--- src/rtl/sequential_multiply_pkg.sv ---
// rtl/sequential_multiply_pkg.sv - shared state encoding and width constants for the shift-add multiplier
package sequential_multiply_pkg;

   typedef enum logic [1:0] {
      IDLE = 2'd0,
      RUN  = 2'd1,
      FIX  = 2'd2
   } state_t;

   localparam int SEQ_MUL_DEFAULT_WIDTH = 32;
   localparam int SEQ_MUL_DEFAULT_CNT_W = $clog2(SEQ_MUL_DEFAULT_WIDTH + 1);

   // Iteration counter must hold the value WIDTH itself.
   function automatic int cnt_width(input int w);
      return $clog2(w + 1);
   endfunction

endpackage

--- src/rtl/sequential_multiply_cond_negate.sv ---
// rtl/sequential_multiply_cond_negate.sv - conditional two's complement negation
module cond_negate #(
   parameter int W = 8
) (
   input  logic [W-1:0] x,
   input  logic         neg,
   output logic [W-1:0] y
);

   assign y = neg ? (~x + W'(1)) : x;

endmodule

--- src/rtl/sequential_multiply.sv ---
// rtl/sequential_multiply.sv - radix-2 shift-add multiplier, WIDTH+1 cycle latency
// Optional early termination on an exhausted multiplier: SEQ_MUL_EARLY_TERM_EN
module sequential_multiply
   import sequential_multiply_pkg::*;
#(
   parameter int WIDTH = SEQ_MUL_DEFAULT_WIDTH
) (
   input  logic               clk,
   input  logic               rst_n,
   input  logic               start,
   input  logic               sign,
   input  logic [WIDTH-1:0]   multiplicand,
   input  logic [WIDTH-1:0]   multiplier,
   output logic [2*WIDTH-1:0] product,
   output logic               ready,
   output logic               done
);

   localparam int CW = cnt_width(WIDTH);
   localparam int PW = 2 * WIDTH;

   state_t          state, state_nxt;
   logic [PW-1:0]   mcand_reg;
   logic [PW-1:0]   acc;
   logic [PW-1:0]   acc_fix;
   logic [WIDTH-1:0] mplier_reg;
   logic [WIDTH-1:0] a_mag;
   logic [WIDTH-1:0] b_mag;
   logic [CW-1:0]   count;
   logic            neg_reg;
   logic            mplier_zero;

   cond_negate #(.W(WIDTH)) u_mag_a (
      .x   (multiplicand),
      .neg (sign & multiplicand[WIDTH-1]),
      .y   (a_mag)
   );

   cond_negate #(.W(WIDTH)) u_mag_b (
      .x   (multiplier),
      .neg (sign & multiplier[WIDTH-1]),
      .y   (b_mag)
   );

   cond_negate #(.W(PW)) u_fix_p (
      .x   (acc),
      .neg (neg_reg),
      .y   (acc_fix)
   );

`ifdef SEQ_MUL_EARLY_TERM_EN
   // No set bits left means every remaining iteration would add nothing.
   assign mplier_zero = (mplier_reg == '0);
`else
   assign mplier_zero = 1'b0;
`endif

   always_comb begin
      state_nxt = state;
      ready     = 1'b0;
      case (state)
         IDLE: begin
            ready = 1'b1;
            if (start) state_nxt = RUN;
         end
         RUN:     if (mplier_zero || count == CW'(1)) state_nxt = FIX;
         FIX:     state_nxt = IDLE;
         default: state_nxt = IDLE;
      endcase
   end

   always_ff @(posedge clk or negedge rst_n) begin
      if (!rst_n) begin
         state      <= IDLE;
         mcand_reg  <= '0;
         mplier_reg <= '0;
         acc        <= '0;
         count      <= '0;
         neg_reg    <= 1'b0;
         product    <= '0;
         done       <= 1'b0;
      end else begin
         state <= state_nxt;
         done  <= 1'b0;
         case (state)
            IDLE: if (start) begin
               mcand_reg  <= {{WIDTH{1'b0}}, a_mag};
               mplier_reg <= b_mag;
               acc        <= '0;
               count      <= CW'(WIDTH);
               neg_reg    <= sign & (multiplicand[WIDTH-1] ^ multiplier[WIDTH-1]);
            end
            RUN: begin
               if (mplier_reg[0]) acc <= acc + mcand_reg;
               mcand_reg  <= mcand_reg << 1;
               mplier_reg <= mplier_reg >> 1;
               count      <= count - CW'(1);
            end
            FIX: begin
               product <= acc_fix;
               done    <= 1'b1;
            end
            default: ;
         endcase
      end
   end

endmodule

--- config.mk ---
export PLATFORM = sky130hd
export DESIGN_NAME = sequential_multiply
export DESIGN_NICKNAME = d
export VERILOG_FILES = /design/src/rtl/sequential_multiply_pkg.sv /design/src/rtl/sequential_multiply_cond_negate.sv /design/src/rtl/sequential_multiply.sv
export SDC_FILE = /design/constraint.sdc
export NUM_CORES = 1
export LEC_CHECK = 0
export CORE_UTILIZATION = 25
export CTS_CLUSTER_DIAMETER = 60
export DETAILED_ROUTE_END_ITERATION = 16
export DONT_BUFFER_PORTS = 1
export PLACE_DENSITY = 0.47
export SLEW_MARGIN = 5
export SYNTH_ARGS = -nofsm -noshare
export SYNTH_HDL_FRONTEND = slang
export SYNTH_HIERARCHICAL = 1
export SYNTH_SLANG_ARGS = --single-unit
--- constraint.sdc ---
create_clock -name clk -period 3.7 [get_ports clk]
set_clock_uncertainty 0.15 [all_clocks]
set_input_delay 0.74 -clock clk [delete_from_list [all_inputs] [get_ports clk]]
set_output_delay 0.74 -clock clk [all_outputs]
set_load 0.01 [all_outputs]
==> run summary <==
Worst stage delay on the critical path -> 0.40 ns
Post-synth top flop -> dfrtp_1
Sequential share of power -> 30.3%
Setup TNS Final -> 0 ns
Arr. time, crit path -> 3.72 ns
Post-synth EDFFs -> 0
Hold Vio Cnt, Final -> 234
CTS tree -> done
Internal -> 8.48 mW
Measured slew at the worst slew-check pin -> 1.09 ns
Initial DRT Pass Iterations -> 5
Worst-path clk slew -> 0.06 ns
Die Width -> 253 um
Site row count -> 91
DP Cell Count -> 2,512
Largest net degree at the start of global routing -> 235
Inserted Clock Buffers -> 38
Total Routing Usage GR -> 15.4%
CP startpoint kind -> flip-flop
Critical-path top delay cell -> dfrtp_1
P per Cell Area -> 853 mW/mm^2
Top-area cell type share of the netlist area -> 37.0%
Antenna violations before repair -> 1
Sw Ratio -> 44.6%
Commonest non-fill, non-tap cell in the layout -> nand2_1
Min Tclk post-route -> 3.47 ns
Die Y -> 253 um
Worst vdd ir -> 365 uV
Sw Pwr -> 6.84 mW
Worst skew pair latency -> 0.56 ns
Endpoints failing setup -> 0
Setup Buffers After CTS -> 0
Reg-to-reg endpoint -> acc[60]
Core area -> 0.0621 sq mm
Global route overflow -> 0
WHS -> -0.243 ns
Vias in the first global route -> 12,964
WS Path Type -> flip-flop to flip-flop
Flip-flop and latch count after synthesis -> 234
Combinational group share of total power -> 46.4%
Synth Net Count -> 1,876
Min-Delay Path Class -> input pin to asynchronous set/reset pin
Placed wire-length estimate -> 36.2 mm
Clock sinks -> 234
Post-Synthesis Cells -> 1,739
Post-DRT Antenna Nets -> 0
Cell Chain, Critical Path -> ha_1 > inv_1 > fa_1 > nand2b_1 > a211oi_2 > o21ai_1 > a21oi_2 > a41oi_2 > o211ai_2 > a21oi_2 > o41ai_2 > xnor2_1 > o21ai_1
Ys async rst share -> 100%
Final Slew Violations -> 0
Final setup margin -> 0.235 ns
Post-synthesis average cell area -> 9.09 sq um
# diodes -> 0
Buffers on Ports -> 0
First-pass GRT wire length -> 77.7 mm
Crit-path max FO -> 5
H-tree levels -> 2
Final core occ -> 28.9%
RSZ-0062 raised after global routing -> false
Vias -> 12,924
Per-cell routed wire length -> 19.0 um
CP endpoint kind -> flip-flop
Status -> complete, but fails checks
Vias/cell -> 5.01
Mapped cell area -> 0.0158 sq mm
Failing checks -> negative hold slack
Pre-CTS setup slack -> 0.179 ns
R2R Setup Slk -> 0.23 ns
Area Growth Syn to Fin -> 13.6%
Root Buffer Master -> clkbuf_16
Nets -> 1,852
Synth unique cells -> 89
F_max -> 289 MHz
Slew headroom -> 27.4%
Worst r2r src -> acc[0]
Critical Path RT -> 3.95 ns
Layout cells sized above 1 -> 12.9%
DRT iter0 DRCs -> 851
Non-filler cells, final -> 2,579
Synth area leaders -> dfrtp_1 (37%), xnor2_1 (8.4%), nand2_1 (8.3%), ha_1 (5.4%), o21ai_0 (5.2%)
Most frequent cells in the layout -> nand2_1 (350), dfrtp_1 (233), o21ai_0 (165)
R2R cell count -> 13
Max Cap Viol -> 0
Initial core utilization -> 25.5%
Leakage -> 7.12 nW
Syn. warnings -> 6
Post-synth top area cell -> dfrtp_1
Placer congestion estimate -> 0.892
Sequential area share after synthesis -> 37.0%
DRC -> 0
I/O pins -> 134
Clk pwr share -> 23.2%
Full die area -> 0.0642 sq mm
Period utilization -> 93.7%
Routed WL -> 48.9 mm
CTS max path bufs -> 3
-- how the worst max path moves through the flow --
stage,from,end,slack [ns],depth (start not counted)
floorplan,acc[0],acc[60],0.75,13
global placement,acc[0],acc[60],0.24,13
detailed placement,acc[0],acc[60],0.18,13
CTS,acc[0],acc[60],0.18,13
global route,acc[0],acc[60],0.01,13
finish,acc[0],acc[60],0.23,13
-- stage by stage --
step	area (sq um)	total power, mW
final	18000	15.3
after detailed placement	16700	11.8
after global routing	18000	16.5
after CTS	18000	15.5
after global placement	16700	11.7
after floorplan	15800	9.64
-- synth_stat cells, types with 22 or more instances --
cell type  instances
clkbuf_1          59
a21oi_1           68
o21ai_0          165
o41ai_1           22
mux2_2            64
dfrtp_1          234
nand3_1           26
xor2_1            30
o31ai_1           35
xnor2_1          151
nor2_1            41
ha_1              68
nand2_1          350
inv_1             23
nand4_1           22
a21o_1            37
a22oi_1           61
-- power groups by stage --
| stage | clock (mW) | sequential [mW] | combinational [mW] |
|---|---|---|---|
| 6_report | 3.56 | 4.64 | 7.11 |
| 5_1_grt | 3.78 | 4.79 | 7.94 |
| 3_5_place_dp | 0 | 4.68 | 7.13 |
| 2_1_floorplan | 0 | 4.23 | 5.41 |
| 3_3_place_gp | 0 | 4.66 | 7.09 |
| 4_1_cts | 3.69 | 4.65 | 7.16 |
-- area by class of cell --
cell class                      instances  area [sq um]
Multi-Input combinational cell       1391          9470
Inverter                               23          86.3
Tap cell                              837          1050
Fill cell                            6552         44100
Clock inverter                         20           195
Sequential cell                       234          5860
Clock buffer                           47          1060
Timing Repair Buffer                   27           240
-- logic make-up after synthesis --
family          share of synthesized area (%)
simple gates                             18.5
xor+xnor                                 10.0
mux                                      4.62
compound gates                           21.1
flops                                    37.0
buf+inv                                  3.26
fa+ha+maj                                5.51
-- what timing repair did --
action / CTS / global route
hold endpoints to repair: 234 / 234
resized for setup: 0 / 0
endpoints found under the setup margin: 0 / 0
-- worst max-delay path, delay by kind of cell, from the launching register on --
family / cells / cell delay [ns]
AND/OR/NAND/NOR: 1 / 0.18
flip-flops: 1 / 0.40
buffers and inverters: 1 / 0.05
adder cells (fa/ha/maj): 2 / 0.58
XOR/XNOR: 1 / 0.16
AO/OA/AOI/OAI: 8 / 1.80
-- metal layers --
metal | up-vias | share of wire, % | track usage, %
li1 | 6230 | - | -
met1 | 6365 | 47 | 20.8
met2 | 266 | 45 | 24.2
met3 | 63 | 6.2 | 4.19
met4 | 0 | 1.9 | 3.74
met5 | - | 0 | 0
(Power assumes the default switching activity.)
